**config.mk**
```make
export PLATFORM = sky130hd
export DESIGN_NAME = serial_subtractor
export DESIGN_NICKNAME = d
export VERILOG_FILES = /design/src/rtl/serial_subtractor.sv
export SDC_FILE = /design/constraint.sdc
export NUM_CORES = 1
export LEC_CHECK = 0
export ABC_CLOCK_PERIOD_IN_PS = 1400
export CAP_MARGIN = 10
export CORE_UTILIZATION = 44
export CTS_CLUSTER_DIAMETER = 120
export DETAILED_ROUTE_END_ITERATION = 7
export GPL_ROUTABILITY_DRIVEN = 1
export MAX_ROUTING_LAYER = met4
export PLACE_DENSITY = 0.8
export SLEW_MARGIN = 10
export SYNTH_ARGS = -nofsm -noshare
export SYNTH_HDL_FRONTEND = slang
export SYNTH_SLANG_ARGS = --single-unit
```
**constraint.sdc**
```tcl
create_clock -name clk -period 1.4 [get_ports clk]
set_clock_uncertainty 0.15 [all_clocks]
set_input_delay 0.21 -clock clk [delete_from_list [all_inputs] [get_ports clk]]
set_output_delay 0.21 -clock clk [all_outputs]
set_load 0.02 [all_outputs]
```
**src/rtl/serial_subtractor.sv**
```systemverilog
// Bit-serial two's-complement subtractor: diff = a - b - bin, one bit per clock, LSB first.
// Optional signed-overflow output enabled by defining SERIAL_SUB_OVF_EN.
module serial_subtractor #(
    parameter int WIDTH = 8
) (
    input  logic             clk,
    input  logic             rst_n,
    input  logic             start,
    input  logic [WIDTH-1:0] a,
    input  logic [WIDTH-1:0] b,
    input  logic             bin,
    output logic             busy,
    output logic             done,
    output logic [WIDTH-1:0] diff,
    output logic             bout
`ifdef SERIAL_SUB_OVF_EN
    ,
    output logic             ovf
`endif
);

    localparam int CW = (WIDTH > 1) ? $clog2(WIDTH) : 1;
    localparam logic [CW-1:0] LAST = CW'(WIDTH - 1);

    typedef enum logic [1:0] {
        IDLE  = 2'd0,
        SHIFT = 2'd1,
        DONE  = 2'd2
    } state_t;

    state_t           r_state;
    state_t           w_next;
    logic [CW-1:0]    r_cnt;
    logic [WIDTH-1:0] r_a;
    logic [WIDTH-1:0] r_b;
    logic             r_br;
    logic [WIDTH-1:0] r_diff;
    logic             r_bout;
    logic             w_last;
    logic             w_d;
    logic             w_br_next;

    assign w_last    = (r_cnt == LAST);
    assign w_d       = r_a[0] ^ r_b[0] ^ r_br;
    assign w_br_next = (~r_a[0] & r_b[0]) | (~(r_a[0] ^ r_b[0]) & r_br);

    always_ff @(posedge clk or negedge rst_n) begin
        if (!rst_n) r_state <= IDLE;
        else        r_state <= w_next;
    end

    always_comb begin
        w_next = r_state;
        case (r_state)
            IDLE:    if (start)  w_next = SHIFT;
            SHIFT:   if (w_last) w_next = DONE;
            DONE:    w_next = IDLE;
            default: w_next = IDLE;
        endcase
    end

    always_ff @(posedge clk or negedge rst_n) begin
        if (!rst_n) begin
            r_cnt  <= '0;
            r_a    <= '0;
            r_b    <= '0;
            r_br   <= 1'b0;
            r_diff <= '0;
            r_bout <= 1'b0;
        end else if (r_state == IDLE && start) begin
            r_cnt <= '0;
            r_a   <= a;
            r_b   <= b;
            r_br  <= bin;
        end else if (r_state == SHIFT) begin
            // Result enters at the MSB so that after WIDTH shifts bit 0 is the LSB.
            r_cnt  <= r_cnt + CW'(1);
            r_a    <= {1'b0, r_a[WIDTH-1:1]};
            r_b    <= {1'b0, r_b[WIDTH-1:1]};
            r_br   <= w_br_next;
            r_diff <= {w_d, r_diff[WIDTH-1:1]};
            if (w_last) r_bout <= w_br_next;
        end
    end

`ifdef SERIAL_SUB_OVF_EN
    logic r_sa;
    logic r_sb;
    logic r_ovf;

    always_ff @(posedge clk or negedge rst_n) begin
        if (!rst_n) begin
            r_sa  <= 1'b0;
            r_sb  <= 1'b0;
            r_ovf <= 1'b0;
        end else if (r_state == IDLE && start) begin
            r_sa <= a[WIDTH-1];
            r_sb <= b[WIDTH-1];
        end else if (r_state == SHIFT && w_last) begin
            r_ovf <= (r_sa ^ r_sb) & (r_sa ^ w_d);
        end
    end

    assign ovf = r_ovf;
`endif

    assign busy = (r_state == SHIFT);
    assign done = (r_state == DONE);
    assign diff = r_diff;
    assign bout = r_bout;

endmodule

```
## Word-level counts from Yosys, hierarchy flattened

Index checks and enable logic that the tools add are counted.

- Register bits: 31
- Bits of input ports: 20
- Output and inout bits: 11
- Word-level logic and storage cells: 38

- Equality and inequality tests: 5
- Multiplexer cells: 11
- Reductions and logical operators: 6
- Bitwise operators: 8
- Add/sub/neg operators: 1

Operators with widths:

| cell | count |
|---|---|
| 8-bit two-way mux | 4 |
| 3-bit two-way mux | 2 |
| 2-bit two-way mux | 2 |
| 2-bit case mux with 2 select lines | 1 |
| 2-bit AND reduction | 2 |
| 3-bit by 1-bit adder with 3-bit output, second input constant | 1 |
| 3-bit == test, second input constant | 1 |
| 1-bit NOT | 3 |
| 3-bit AND reduction | 1 |
| 1-bit AND | 2 |
| 2-bit by 1-bit == test with 1-bit output, second input constant | 1 |
| 2-bit == test, second input constant | 1 |
| 2-bit logical NOT | 1 |
| 1-bit two-way mux | 2 |
| 2-bit by 1-bit inequality test with 1-bit output, second input constant | 1 |
| 2-bit inequality test, second input constant | 1 |
| 2-bit nonzero test | 1 |
| 1-bit XOR | 2 |
| 1-bit logical AND | 1 |
| 1-bit bitwise OR | 1 |

## Longest topological paths before layout

- Word-level depth: 6
- Depth in mapped cells: 6

## Worst setup path after synthesis

No wires, ideal clock.

- Kind: reg-to-output
- Start point: reg r_state[1]
- End point: out done
- Cell stages (with the launch flop): 5
- Path slack: -1 ps
- Arrival: 1041 ps
- Data required time: 1040 ps
- Cell sequence: dfrtp_1 > buf_6 > inv_1 > buf_1 > nor2_1

- Word-level cells in the longest chain between the ends: 1

RTL lines:

| what | RTL line | RTL |
|---|---|---|
| from (decl) | 31 | `state_t r_state;` |
| from (signal assigned) | 49 | `else r_state <= w_next;` |
| 2-bit == test | 108 | `assign done = (r_state == DONE);` |
| to (decl) | 13 | `output logic done,` |

No other way between the ends.

## Final worst setup path

- Start point: reg r_state[1]
- End point: reg r_b[5]

- Word-level cells in the longest chain between the ends: 3
- Elaborated cells on any way between the ends: 5
- Classes of those cells: eq/ne (1); mux (1); reduce/logical (3)

RTL lines:

| what | RTL line | RTL |
|---|---|---|
| 2-bit logical NOT | 70 | `end else if (r_state == IDLE && start) begin` |
| 1-bit logical AND | 70 |  |
| 8-bit two-way mux / 2-bit nonzero test (equally long branches) | -- |  |
| to (signal assigned) | 79 | `r_b <= {1'b0, r_b[WIDTH-1:1]};` |
| to (decl) | 35 | `logic [WIDTH-1:0] r_b;` |

Parallel ways exist; a longest one is shown, timed or not.
A chain may end at the register's enable or synchronous reset.

==> flow_summary.rst <==
.. list-table::
   :header-rows: 1

   * - Metric
     - Value
   * - Run status
     - finished with violations
   * - Violations in the final reports
     - DRC, setup timing
   * - DR iter-0 viols
     - 50
   * - Sw Ratio
     - 39.43%
   * - Clock latency on the worst-skew pair
     - 330 ps
   * - Post-layout total power
     - 4.020 mW
   * - Total gr overflow
     - 0
   * - Number of buffers between clock root and the deepest sink
     - 2
   * - Cell at the root of the clock tree
     - clkbuf_4
   * - Highest-count cells in the layout ignoring fill and taps
     - dfrtp_1, nand2_1, clkdlybuf4s50_1
   * - Buffers added on ports
     - 30
   * - Total area of multi-input combinational cells
     - 548.0 µm²
   * - Worst-path cell with the longest stage delay
     - dfrtp_1
   * - Highest cell delay on the worst timing path
     - 430 ps
   * - I/O Pins
     - 31
   * - Net switching power
     - 1.585 mW
   * - Net count, final
     - 196
   * - P_leak
     - 0.8818 nW
   * - Ant diodes
     - 0
   * - Floorplan die height
     - 57.80 µm
   * - Number of antenna violations at the first check in global routing
     - 0
   * - Critical path cell sequence
     - buf_6 -> nand2b_1 -> buf_4 -> o22ai_1 -> a21oi_1
   * - Horizontal die dimension
     - 57.80 µm
   * - Unrepaired setup endpoints after global routing
     - yes
   * - Routed length per placed instance
     - 15.19 µm
   * - Peak supply drop
     - 1105 µV
   * - Proportion of power drawn by the clock network
     - 12.0%
   * - Data arrival time of the worst path
     - 1530 ps
   * - Via density per instance
     - 5.620
   * - Final setup violation count
     - 9
   * - Clock tree from TritonCTS
     - yes
   * - Initial core utilization
     - 48.03%
   * - Maximum capacitance violations
     - 0
   * - Crit. End Element
     - register
   * - Die Area
     - 0.003341 mm²
   * - Relative contribution of combinational cells to total power
     - 47.9%
   * - Number of enable-type register cells in the synthesized netlist
     - 0
   * - Share of final-layout standard cells stronger than drive strength 1
     - 25.29%
   * - Setup CP Type
     - register to register
   * - Pins Over Slew Limit
     - 0
   * - Tightest slew margin relative to the limit
     - 79.75%
   * - Clock transition time at the flip-flop clock pins of the worst setup and hold paths
     - 100 ps
   * - H-tree depth
     - 2
   * - Fraction of registers with async set or reset after synthesis
     - 100.0%
   * - Most used flip-flop cell after synthesis
     - dfrtp_1
   * - Nature of the critical path startpoint
     - register
   * - Ratio of final minimum period to clock period
     - 104.9%
   * - Routed Antenna Nets
     - 0
   * - Most common cell after layout, fill and taps aside
     - dfrtp_1
   * - Maximum clock rate
     - 0.6811 GHz
   * - Vias in the first global route
     - 1,185
   * - CP Max Fanout
     - 4
   * - Pin count of the biggest net entering global routing
     - 32
   * - Routed vias
     - 1,152
   * - Area of the core
     - 0.002853 mm²
   * - Num rows
     - 19
   * - Worst setup margin
     - -68.17 ps
   * - Number of sinks driven by the clock tree
     - 31
   * - Register bit total from synthesis
     - 31
   * - Hold-fix buffer count after cts
     - 0
   * - Share of the yosys chip area belonging to registers
     - 56.62%
   * - DRC errors left
     - 3
   * - Number of buffers inserted during clock tree synthesis
     - 5
   * - Endpoint required time on the critical path
     - 1470 ps
   * - Summed instance area of the synthesized netlist
     - 0.001370 mm²
   * - Synth warn
     - 0
   * - RePlAce Congestion
     - 0.8155
   * - Sequential cell area in the final layout
     - 777.0 µm²
   * - Total iterations of the first detailed-routing run
     - 6
   * - Fin. Hold Viols
     - 0
   * - Synthesized Nets
     - 152
   * - Cell count after synthesis
     - 129
   * - Synth-to-Final Area Change
     - 34.43%
   * - Share of total power in sequential cells
     - 40.1%
   * - Worst-margin pin slew
     - 303.4 ps
   * - Average instance area after synthesis
     - 10.62 µm²
   * - Path type of the worst min-delay path
     - primary input to async pin
   * - Fill cell count
     - 251
   * - Power per standard cell area
     - 2183 mW/mm²
   * - Power Internal
     - 2.435 mW
   * - Post-synth cell types
     - 29
   * - Post-route minimum period
     - 1468 ps
   * - First-pass GRT wire length
     - 5.244 mm
   * - HPWL after DPL
     - 2.113 mm
   * - Overall Global Routing Usage
     - 21.78%
   * - Overall routed net length
     - 3.113 mm
   * - Setup total negative slack
     - -424.0 ps
-- timing repair --
item                       4_1_cts  5_1_grt
setup endpoints to repair       30       29
gates cloned                     0        0
hold endpoints to repair         0        0
pin swaps                        1        1
setup buffers                    3        1
gates resized for setup         37       16
-- power by group through the flow --
stage	Clock [mW]	Combinational [mW]	Sequential (mW)
2_1_floorplan	0	1.12	1.68
3_3_place_gp	0	1.78	1.59
3_5_place_dp	0	1.86	1.61
4_1_cts	0.492	1.87	1.61
5_1_grt	0.534	2.16	1.66
6_report	0.484	1.93	1.61
-- path summary, 6_finish.rpt --
| kind | from | end | slack [ps] | depth (start not counted) |
|---|---|---|---|---|
| worst max-delay path | r_state[1] | r_b[5] | -70 | 5 |
| worst min-delay path | rst_n | r_b[7] | 90 | 2 |
| worst max register to register | r_state[1] | r_b[5] | -70 | 5 |
| worst min register to register | diff[3] | diff[2] | 340 | 2 |
| max in group asynchronous | rst_n | diff[7] | 840 | 2 |
| min in group clk | b[7] | r_b[7] | 260 | 3 |
-- worst max-delay path, delay by kind of cell (launching register included) --
| family | cells | cell delay, ps |
|---|---|---|
| simple gates | 1 | 210 |
| compound gates | 2 | 220 |
| flops | 1 | 430 |
| buf+inv | 2 | 330 |
-- final cells by class --
class	instances	area share [%]
repair buffers	45	21.47
clock inverters	1	0.2717
flip-flops and latches	31	42.19
multi-input cells	82	29.76
well taps	31	2.106
inverters	8	1.766
clock buffers	7	2.446
-- registers in the layout, summed over array words and instances (netlist names) --
name,flops
diff,8
r_a,8
r_b,8
r_cnt,3
r_state,2
bout,1
r_br,1
-- cell families after synthesis --
family / after synthesis / synth area share, %
AOI/OAI and AO/OA: 41 / 20.82
adders and majority gates: 3 / 3.287
buffers and inverters: 16 / 5.844
DFF: 31 / 56.62
and+or+nand+nor: 38 / 13.42
-- synth_stat cells (2+ instances only) --
master	instances	area share, %
nor2_1	3	0.82
nand2_1	26	7.1
dfrtp_1	31	57
buf_2	3	1.1
a21oi_1	6	2.2
a22o_1	2	1.3
nand2b_1	3	1.4
inv_1	8	2.2
a2bb2oi_1	8	5.1
ha_1	2	1.8
buf_4	2	1.1
o22ai_1	17	7.8
o21ai_0	2	0.73
-- layer usage --
layer	share of wire (%)	GRT usage, %	routed length [µm]
met1	46	26.70	1428
met2	48	34.98	1507
met4	1.2	9.184	36
met5	0	-	0
met3	4.5	4.688	140
-- metrics by stage --
stage / std cells / setup WS [ps] / utilization (%) / hold slack [ps] / instance area (µm²)
6_report: 205 / -68.17 / 64.56 / 87.10 / 1842
5_1_grt: 205 / -113.5 / 64.56 / 83.81 / 1842
4_1_cts: 204 / -60.50 / 64.69 / 92.60 / 1846
3_5_place_dp: 193 / -211.7 / 61.49 / 326.8 / 1754
3_3_place_gp: 193 / -199.7 / 61.49 / 311.3 / 1754
2_1_floorplan: 129 / 38.21 / - / -235.6 / 1371
Note: power is estimated with default switching activity, not from simulation.
